[config.mk]
export PLATFORM = sky130hd
export DESIGN_NAME = mem_map_ctrl
export DESIGN_NICKNAME = d
export VERILOG_FILES = /design/src/rtl/mem_map_pkg.sv /design/src/rtl/mem_map_ram_bank.sv /design/src/rtl/mem_map_ctrl.sv
export SDC_FILE = /design/constraint.sdc
export NUM_CORES = 1
export LEC_CHECK = 0
export BUFFER_PORTS_ARGS = -buffer_cell sky130_fd_sc_hd__buf_2
export CAP_MARGIN = 25
export CORE_AREA = 2 2 225 171
export CTS_CLUSTER_DIAMETER = 120
export CTS_CLUSTER_SIZE = 24
export DETAILED_ROUTE_END_ITERATION = 12
export DIE_AREA = 0 0 227 173
export HOLD_SLACK_MARGIN = 0.1
export PLACE_DENSITY = 0.8
export SKIP_CTS_REPAIR_TIMING = 1
export SLEW_MARGIN = 10
export SYNTH_ARGS = -nofsm -noshare
export SYNTH_HDL_FRONTEND = slang
export SYNTH_SLANG_ARGS = --single-unit
[constraint.sdc]
create_clock -name clk -period 4.2 [get_ports clk]
set_clock_uncertainty 0.15 [all_clocks]
set_input_delay 0.42 -clock clk [delete_from_list [all_inputs] [get_ports clk]]
set_output_delay 0.42 -clock clk [all_outputs]
set_load 0.03 [all_outputs]
[src/rtl/mem_map_pkg.sv]
// Shared types and elaboration-time helpers for the memory-map controller.
// Contents: controller state enum, address-region enum, Fibonacci ROM word
// generator and the bank-index decoder.
package mem_map_pkg;

    typedef enum logic [0:0] {IDLE, CLEAR} state_e;

    typedef enum logic [1:0] {REG_ROM, REG_RAM, REG_UNMAPPED} region_e;

    // F(index) mod 2^width with F(0) = F(1) = 1; width is at most 32.
    function automatic logic [31:0] fib_word(input int unsigned index,
                                             input int unsigned width);
        logic [63:0] a;
        logic [63:0] b;
        logic [63:0] t;
        logic [63:0] mask;
        mask = (width >= 32) ? 64'hFFFF_FFFF : ((64'd1 << width) - 64'd1);
        a = 64'd1;
        b = 64'd1;
        for (int unsigned i = 1; i < index; i++) begin
            t = (a + b) & mask;
            a = b;
            b = t;
        end
        return 32'(b & mask);
    endfunction

    // ROM banks sit at the bottom of the bank space, RAM banks directly above.
    function automatic region_e bank_region(input int unsigned bank,
                                            input int unsigned rom_banks,
                                            input int unsigned ram_banks);
        if (bank < rom_banks) begin
            return REG_ROM;
        end
        if (bank < rom_banks + ram_banks) begin
            return REG_RAM;
        end
        return REG_UNMAPPED;
    endfunction

endpackage

[src/rtl/mem_map_ram_bank.sv]
// One RAM bank of the memory map: synchronous write, combinational read.
// Ports: clk (clock), we (write enable), offset (word offset),
//        wdata (write data), rdata (read data at offset, combinational).
// Contents are not reset.
module mem_map_ram_bank #(
    parameter int unsigned DATA_W = 8,
    parameter int unsigned OFF_W  = 3
) (
    input  logic              clk,
    input  logic              we,
    input  logic [OFF_W-1:0]  offset,
    input  logic [DATA_W-1:0] wdata,
    output logic [DATA_W-1:0] rdata
);

    logic [DATA_W-1:0] mem [2**OFF_W];

    always_ff @(posedge clk) begin
        if (we) begin
            mem[offset] <= wdata;
        end
    end

    assign rdata = mem[offset];

endmodule

[src/rtl/mem_map_ctrl.sv]
// Memory-map controller: single request/response port over a banked space of
// Fibonacci ROM banks, RAM banks and unmapped banks, with a RAM-clear sequencer.
// Ports: clk, rst (async, active-high); req/we/addr/wdata request inputs;
//        ready (combinational, high in IDLE); resp_valid/resp_err/rdata
//        registered one-cycle response; clear_start request, clear_done pulse.
module mem_map_ctrl
    import mem_map_pkg::*;
#(
    parameter int unsigned DATA_W    = 8,
    parameter int unsigned OFF_W     = 3,
    parameter int unsigned SEL_W     = 5,
    parameter int unsigned ROM_BANKS = 8,
    parameter int unsigned RAM_BANKS = 8,
    localparam int unsigned ADDR_W   = SEL_W + OFF_W
) (
    input  logic              clk,
    input  logic              rst,
    input  logic              req,
    input  logic              we,
    input  logic [ADDR_W-1:0] addr,
    input  logic [DATA_W-1:0] wdata,
    output logic              ready,
    output logic              resp_valid,
    output logic              resp_err,
    output logic [DATA_W-1:0] rdata,
    input  logic              clear_start,
    output logic              clear_done
);

    localparam int unsigned DEPTH     = 2**OFF_W;
    localparam int unsigned ROM_WORDS = ROM_BANKS * DEPTH;

    state_e            state_q, state_d;
    logic [OFF_W-1:0]  clr_cnt_q, clr_cnt_d;
    logic              clear_done_d;
    logic              resp_valid_d, resp_err_d;
    logic [DATA_W-1:0] rdata_d;

    logic [SEL_W-1:0]  bank_sel;
    logic [OFF_W-1:0]  offset;
    region_e           region;
    logic              accept;
    logic              clearing;
    logic [DATA_W-1:0] rom_word;
    logic [DATA_W-1:0] ram_word;

    logic [DATA_W-1:0] rom       [ROM_WORDS];
    logic [DATA_W-1:0] ram_rdata [RAM_BANKS];

    assign bank_sel = addr[ADDR_W-1:OFF_W];
    assign offset   = addr[OFF_W-1:0];
    assign region   = bank_region(32'(bank_sel), ROM_BANKS, RAM_BANKS);
    assign ready    = (state_q == IDLE);
    assign accept   = req && ready;
    assign clearing = (state_q == CLEAR);

    // Constant table; synthesis folds it into logic.
    for (genvar i = 0; i < ROM_WORDS; i++) begin : g_rom
        assign rom[i] = DATA_W'(fib_word(i, DATA_W));
    end

    // While clearing, every bank is written with zero at the sequencer offset.
    for (genvar i = 0; i < RAM_BANKS; i++) begin : g_ram
        logic bank_we;
        assign bank_we = clearing || (accept && we && (bank_sel == SEL_W'(ROM_BANKS + i)));

        mem_map_ram_bank #(
            .DATA_W(DATA_W),
            .OFF_W (OFF_W)
        ) u_bank (
            .clk   (clk),
            .we    (bank_we),
            .offset(clearing ? clr_cnt_q : offset),
            .wdata (clearing ? '0 : wdata),
            .rdata (ram_rdata[i])
        );
    end

    always_comb begin
        rom_word = '0;
        for (int unsigned i = 0; i < ROM_WORDS; i++) begin
            if (addr == ADDR_W'(i)) begin
                rom_word = rom[i];
            end
        end
        ram_word = '0;
        for (int unsigned i = 0; i < RAM_BANKS; i++) begin
            if (bank_sel == SEL_W'(ROM_BANKS + i)) begin
                ram_word = ram_rdata[i];
            end
        end
    end

    // Response for the request accepted at the coming edge.
    always_comb begin
        resp_valid_d = accept;
        resp_err_d   = 1'b0;
        rdata_d      = '0;
        if (accept) begin
            case (region)
                REG_ROM: begin
                    if (we) begin
                        resp_err_d = 1'b1;
                    end else begin
                        rdata_d = rom_word;
                    end
                end
                REG_RAM: begin
                    if (!we) begin
                        rdata_d = ram_word;
                    end
                end
                default: resp_err_d = 1'b1;
            endcase
        end
    end

    always_comb begin
        state_d      = state_q;
        clr_cnt_d    = clr_cnt_q;
        clear_done_d = 1'b0;
        case (state_q)
            IDLE: begin
                if (clear_start) begin
                    state_d   = CLEAR;
                    clr_cnt_d = '0;
                end
            end
            CLEAR: begin
                clr_cnt_d = clr_cnt_q + 1'b1;
                if (clr_cnt_q == OFF_W'(DEPTH - 1)) begin
                    state_d      = IDLE;
                    clr_cnt_d    = '0;
                    clear_done_d = 1'b1;
                end
            end
            default: state_d = IDLE;
        endcase
    end

    always_ff @(posedge clk or posedge rst) begin
        if (rst) begin
            state_q    <= IDLE;
            clr_cnt_q  <= '0;
            clear_done <= 1'b0;
            resp_valid <= 1'b0;
            resp_err   <= 1'b0;
            rdata      <= '0;
        end else begin
            state_q    <= state_d;
            clr_cnt_q  <= clr_cnt_d;
            clear_done <= clear_done_d;
            resp_valid <= resp_valid_d;
            resp_err   <= resp_err_d;
            rdata      <= rdata_d;
        end
    end

endmodule

# Word-level counts from Yosys, hierarchy flattened
# Memory sizes are Yosys's and may differ from the RTL's.
# Index checks and enable logic that the tools add are counted.
[classes]
n_reduce_logical = 20
eq_ne = 74
n_addsub = 1
shifts = 0
div = 0
mux = 112
bitwise_logic = 1
multipliers = 0
n_lt_le_gt_ge = 2
[ops]
columns = ["operator", "n"]
rows = [
  ["8-bit 2-to-1 mux", 75],
  ["8-bit by 6-bit == test with 1-bit output, second input constant", 32],
  ["8-bit by 5-bit == test with 1-bit output, second input constant", 16],
  ["8-bit by 4-bit == test with 1-bit output, second input constant", 8],
  ["5-bit by 4-bit == test with 1-bit output, second input constant", 8],
  ["8-bit by 3-bit == test with 1-bit output, second input constant", 4],
  ["1-bit 2-to-1 mux", 26],
  ["8-bit by 2-bit == test with 1-bit output, second input constant", 2],
  ["8-bit case mux with 2 select lines", 1],
  ["1-bit logical AND", 10],
  ["3-bit 2-to-1 mux", 3],
  ["8-bit by 1-bit == test with 1-bit output, second input constant", 1],
  ["8-bit zero test", 1],
  ["1-bit logical OR", 8],
  ["2-bit 2-to-1 mux", 4],
  ["3-bit case mux with 2 select lines", 1],
  ["5-bit by 4-bit < comparator with 1-bit output, second input constant", 1],
  ["5-bit < comparator, second input constant", 1],
  ["1-bit case mux with 2 select lines", 2],
  ["3-bit by 1-bit adder with 3-bit output, second input constant", 1],
  ["3-bit == test, second input constant", 1],
  ["2-bit by 1-bit == test with 1-bit output, second input constant", 1],
  ["2-bit zero test", 1],
  ["2-bit by 1-bit != test with 1-bit output, second input constant", 1],
  ["1-bit NOT", 1],
]
[totals]
ram_bits = 512
n_memories = 8
latchBits = 0
output_inout_bits = 12
wordCells = 224
register_bits = 15
rom_bits = 0
[mem_list]
columns = ["memory", "depth", "word_bits", "rd", "rd_ports_with_merged_regs", "write_ports", "line", "text"]
rows = [
  ["g_ram[0].u_bank.mem", 8, 8, 1, 0, 1, "mem_map_ram_bank.sv:16", "logic [DATA_W-1:0] mem [2**OFF_W];"],
  ["g_ram[1].u_bank.mem", 8, 8, 1, 0, 1, "mem_map_ram_bank.sv:16", ""],
  ["g_ram[2].u_bank.mem", 8, 8, 1, 0, 1, "mem_map_ram_bank.sv:16", ""],
  ["g_ram[3].u_bank.mem", 8, 8, 1, 0, 1, "mem_map_ram_bank.sv:16", ""],
  ["g_ram[4].u_bank.mem", 8, 8, 1, 0, 1, "mem_map_ram_bank.sv:16", ""],
  ["g_ram[5].u_bank.mem", 8, 8, 1, 0, 1, "mem_map_ram_bank.sv:16", ""],
  ["2 more memories", "-", "-", "-", "-", "-", "-", ""],
]

# Depth between registers and ports, before layout
[logic_depth]
depth_word = 68
ltp_mapped = 12
depth_no_buf = 8

# Hierarchy
# A second synthesis with hierarchy kept.
[hier_totals]
cells_unflattened = 1358
area_unflattened_um2 = 23070.9
[by_module_without_submodules]
columns = ["module", "area_each_um2", "seq_area_each_um2", "cells_each", "instances"]
rows = [
  ["mem_map_ram_bank", 2555.0, 1921.8, 121, 8],
  ["mem_map_ctrl", 2631.3, 375.4, 390, 1],
]

# Least setup slack after synthesis
# No wires, ideal clock.
[synth_path]
path_type = "flip-flop to flip-flop"
startpoint = "register state_q, in the netlist clearing"
endpoint = "memory g_ram[0].u_bank.mem[0][0], data pin"
path_stages_with_launch = 6
arrival_time_ns = 2.652
t_required_ns = 3.535
slack_ns = 0.883
setup_time_ns = 0.515
period_less_slack_ns = 3.317
path_cell_list = "dfrtp_1 -> buf_6 -> buf_4 -> clkbuf_1 -> clkbuf_1 -> nor2b_1"
[synth_via]
elab_chain_len = 1
[synth_rtl]
columns = ["element", "line", "text"]
rows = [
  ["from (decl)", "mem_map_ctrl.sv:33", "state_e state_q, state_d;"],
  ["from (signal assigned)", "mem_map_ctrl.sv:150", "state_q <= state_d;"],
  ["8-bit 2-to-1 mux", "mem_map_ctrl.sv:74", ".wdata (clearing ? '0 : wdata),"],
  ["net g_ram[0].u_bank.wdata[0]", "mem_map_ram_bank.sv:12", "input logic [DATA_W-1:0] wdata,"],
  ["to (decl)", "mem_map_ram_bank.sv:16", ""],
]
# The timed path passes the listed nets, and every way through them passes these cells.

# Worst setup path after layout
[layout_path]
startpoint = "register state_q, in the netlist clearing"
endpoint = "register rdata[7]"
[layout_via]
elab_chain_len = 13
word_cells_on_any_way = 22
[layout_rtl]
columns = ["element", "line", "text"]
rows = [
  ["3-bit 2-to-1 mux", "mem_map_ctrl.sv:73", ".offset(clearing ? clr_cnt_q : offset),"],
  ["memory 8 x 8 bit", "-", ""],
  ["8-bit 2-to-1 mux (8 in series)", "mem_map_ctrl.sv:88", "if (bank_sel == SEL_W'(ROM_BANKS + i)) begin"],
  ["8-bit 2-to-1 mux", "mem_map_ctrl.sv:109", "if (!we) begin"],
  ["8-bit case mux with 2 select lines", "mem_map_ctrl.sv:100", "case (region)"],
  ["8-bit 2-to-1 mux (*)", "mem_map_ctrl.sv:99", "if (accept) begin"],
  ["net rdata_d[7]", "mem_map_ctrl.sv:37", "logic [DATA_W-1:0] rdata_d;"],
  ["to (signal assigned)", "mem_map_ctrl.sv:155", "rdata <= rdata_d;"],
  ["to (decl)", "mem_map_ctrl.sv:25", "output logic [DATA_W-1:0] rdata,"],
]
# The timed path passes the listed nets; every way through them passes the cells marked *.
# A chain may end at the register's enable or synchronous reset.

==> impl_metrics.toml <==
[final_layout]
nets = 1663
drive_gt1_frac = 0.1634
syn_to_final_growth_pct = 9.604

[placement]
port_buffers = 32
place_hpwl_mm = 44.38
finalWeightedCongestion = 0.9868

[logic_synthesis]
yosysWarnings = 0
yosysTopAreaCellShare = 0.6987
synth_edf_count = 512
synth_common_cells = "512 x edfxtp_1, 166 x nand2_1, 119 x nor2_1"
synth_mux_area_frac = 0.03440
synth_seq_cells = 527
synth-adder-area-share = 0.001592
async_reset_ff_frac = 0.02846
seq_area_frac_synth = 0.7158
syn_inst = 1567
ys.flop_type = "edfxtp_1"
syn_avg_cell_area_sq_um = 14.04
synth_top_family_by_area = "compound AO/OA/AOI/OAI gates"
synth_top_cell_by_area = "edfxtp_1"
yosysMostFrequentCell = "edfxtp_1"
synth_compound_area_frac = 0.1282
yosys.area_share.simple = 0.09308
synth_cell_types = 86
synth_fp_nets = 1590
netlist_area_sq_mm = 0.02200
synth_xor_area_frac = 0.0003980
ys_top_cells_by_area = "edfxtp_1 70%, nand2_1 2.8%, mux2_2 2.4%, o22ai_1 2.3%, o221ai_1 2.1%"

[power]
power_density_mw_per_mm2 = 808.0
leakagePower_nw = 8.070
peakVddDrop_mv = 0.5083

[grt]
grt_usage = 0.3481
grt-ovfl-total = 0
antenna_found_initial = 5
grt_pass1_wl_mm = 99.34
grt_max_degree = 65
grt_pass1_vias = 14643

[sta]
worst_slew_pin_slew_ns = 1.028
post-route-period-util = 0.9924
rsz0062_at_grt = "false"
slew_headroom = 0.3105
hold_ws_ns = 0.1555
max_freq_mhz = 239.9
drv_slew = 0
final_hold_viol_count = 0
period_minus_slack_ns = 4.168
fin_tns_setup_ns = 0
setup_viol = 0

[die]
chipHeight_um = 173
io_pins = 33
start_util = 0.5957
die_x_um = 227
die-area_sq_mm = 0.03927
core_sq_mm = 0.03694
rows = 61

[routing]
num_vias = 15824
drt_iter0_drc = 3603
firstDrtPassIters = 6
viasPerCell = 7.309
detail_route.wl_per_cell_um = 31.48
wirelength_mm = 68.15
ant_nets = 0
drc = 0

[critical_path]
crit_type = "reg2reg"
critical_path_required_ns = 4.57
startpoint_type = "flop"
critPathArrivalTime_ns = 4.54
r2r_slack_ns = 0.03
crit_end = "rdata[7]$_DFF_PP0_"
r2r-start = "clearing$_DFF_PP0_"
r2r_cells = 8
crit_fanout = 29
crit_path_start = "clearing$_DFF_PP0_"
r2r-end = "rdata[7]$_DFF_PP0_"
cp-end-kind = "flop"

[clock_tree]
clk_pin_slew_worst_paths_ns = 0.10
cts_buffer_depth = 3
h-tree-depth = 1
cts_tree = "done"
clk_latency_ns = 0.62
root_buffer = "clkbuf_16"
cts_sinks = 527
numCtsBuffers = 25

[job]
maxCapViolCount = 0

[outcome]
status = "finished clean"

[worst_hold_path]
worst_hold_path_type = "in2reg"
-- stage by stage --
step / cells / power [mW] / setup WS [ns] / util / area [sq um]
final: 2165 / 19.49 / 0.03179 / 0.6529 / 24120
after global routing: 2163 / 19.90 / 0.07518 / 0.6528 / 24110
after CTS: 2156 / 18.97 / 0.1620 / 0.6505 / 24030
after detailed placement: 2110 / 16.32 / 0.1903 / 0.6309 / 23310
after global placement: 2110 / 16.10 / 0.2121 / 0.6309 / 23310
after floorplan: 1567 / 12.78 / 0.8834 / - / 22000
-- state kept, by name, summed over array words and instances (netlist names) --
register,count
clear_done,1
resp_valid,1
clr_cnt_q,3
rdata,8
resp_err,1
clearing,1
g_ram.u_bank.mem,512
-- critical path, cell delays in order (launching register included) --
cell and delay [ns]:
dfrtp_2 0.85, mux2_4 0.53, buf_4 0.28, nand2_1 0.45, o221ai_1 0.23, a221o_1 0.45
a2111oi_0 0.65, o311ai_1 0.33, nand3_1 0.16
-- per-layer routing --
| layer | share of wire | vias up | track usage | wire length [um] |
|---|---|---|---|---|
| met1 | 0.35 | 7539 | 0.5171 | 24080 |
| met5 | 0.00065 | - | 0 | 44 |
| met2 | 0.41 | 1671 | 0.4755 | 28180 |
| met4 | 0.044 | 6 | 0.1138 | 2971 |
| met3 | 0.19 | 281 | 0.1310 | 12870 |
| li1 | - | 6327 | - | - |
-- where the power goes --
group / leakage (nW) / switching, mW / internal, mW / total [mW]
clock network: 0.341 / 1.61 / 1.15 / 2.76
registers: 5.02 / 0.540 / 8.05 / 8.59
logic: 2.71 / 5.88 / 2.26 / 8.15
-- cell families after synthesis --
logic type,Yosys count
mux,67
fa+ha+maj,3
compound gates,405
xor+xnor,1
buf+inv,125
simple gates,439
flops,527
-- layout make-up --
class                           instances  area, sq um
Antenna cell                            2        5.005
Clock buffer                           45        700.7
Tap cell                              504        630.6
Inverter                               10        37.54
Sequential cell                       527        15750
Timing Repair Buffer                  161         1199
Multi-Input combinational cell        915         5774
Fill cell                            2589        12820
Clock inverter                          1        20.02
-- worst min-delay path by stage --
stage | from | endpoint | slack (ns) | cells past startpoint
finish | wdata[4] | g_ram[5].u_bank.mem[6][4]$_DFFE_PP_ | 0.16 | 2
global route | wdata[4] | g_ram[2].u_bank.mem[4][4]$_DFFE_PP_ | 0.15 | 2
CTS | rst | rdata[6]$_DFF_PP0_ | -0.23 | 2
detailed placement | rst | resp_err$_DFF_PP0_ | 0.40 | 2
global placement | rst | clear_done$_DFF_PP0_ | 0.39 | 2
floorplan | rst | clear_done$_DFF_PP0_ | 0.17 | 1
-- cell usage in the layout (no fill, tap or decap), drive strengths merged, types with 5 or more instances in the layout --
| cell type | instances |
|---|---|
| or3 | 5 |
| nand3 | 39 |
| a21oi | 57 |
| a221oi | 10 |
| or4 | 5 |
| clkbuf | 45 |
| nor2 | 120 |
| nor2b | 13 |
| inv | 11 |
| a31oi | 32 |
| a211oi | 10 |
| buf | 156 |
| a311oi | 7 |
| dlygate4sd3 | 5 |
| a22oi | 14 |
| and2 | 6 |
| dfrtp | 15 |
| a211o | 6 |
| mux2i | 16 |
| a32oi | 5 |
| nor4 | 9 |
| nand2 | 167 |
| nand2b | 6 |
| mux2 | 50 |
| o21ai | 63 |
| o221ai | 54 |
| and3 | 6 |
| o211ai | 6 |
| edfxtp | 512 |
| nor3 | 34 |
| o31ai | 8 |
| o22ai | 81 |
No activity file was read; power rests on OpenSTA's default activity.
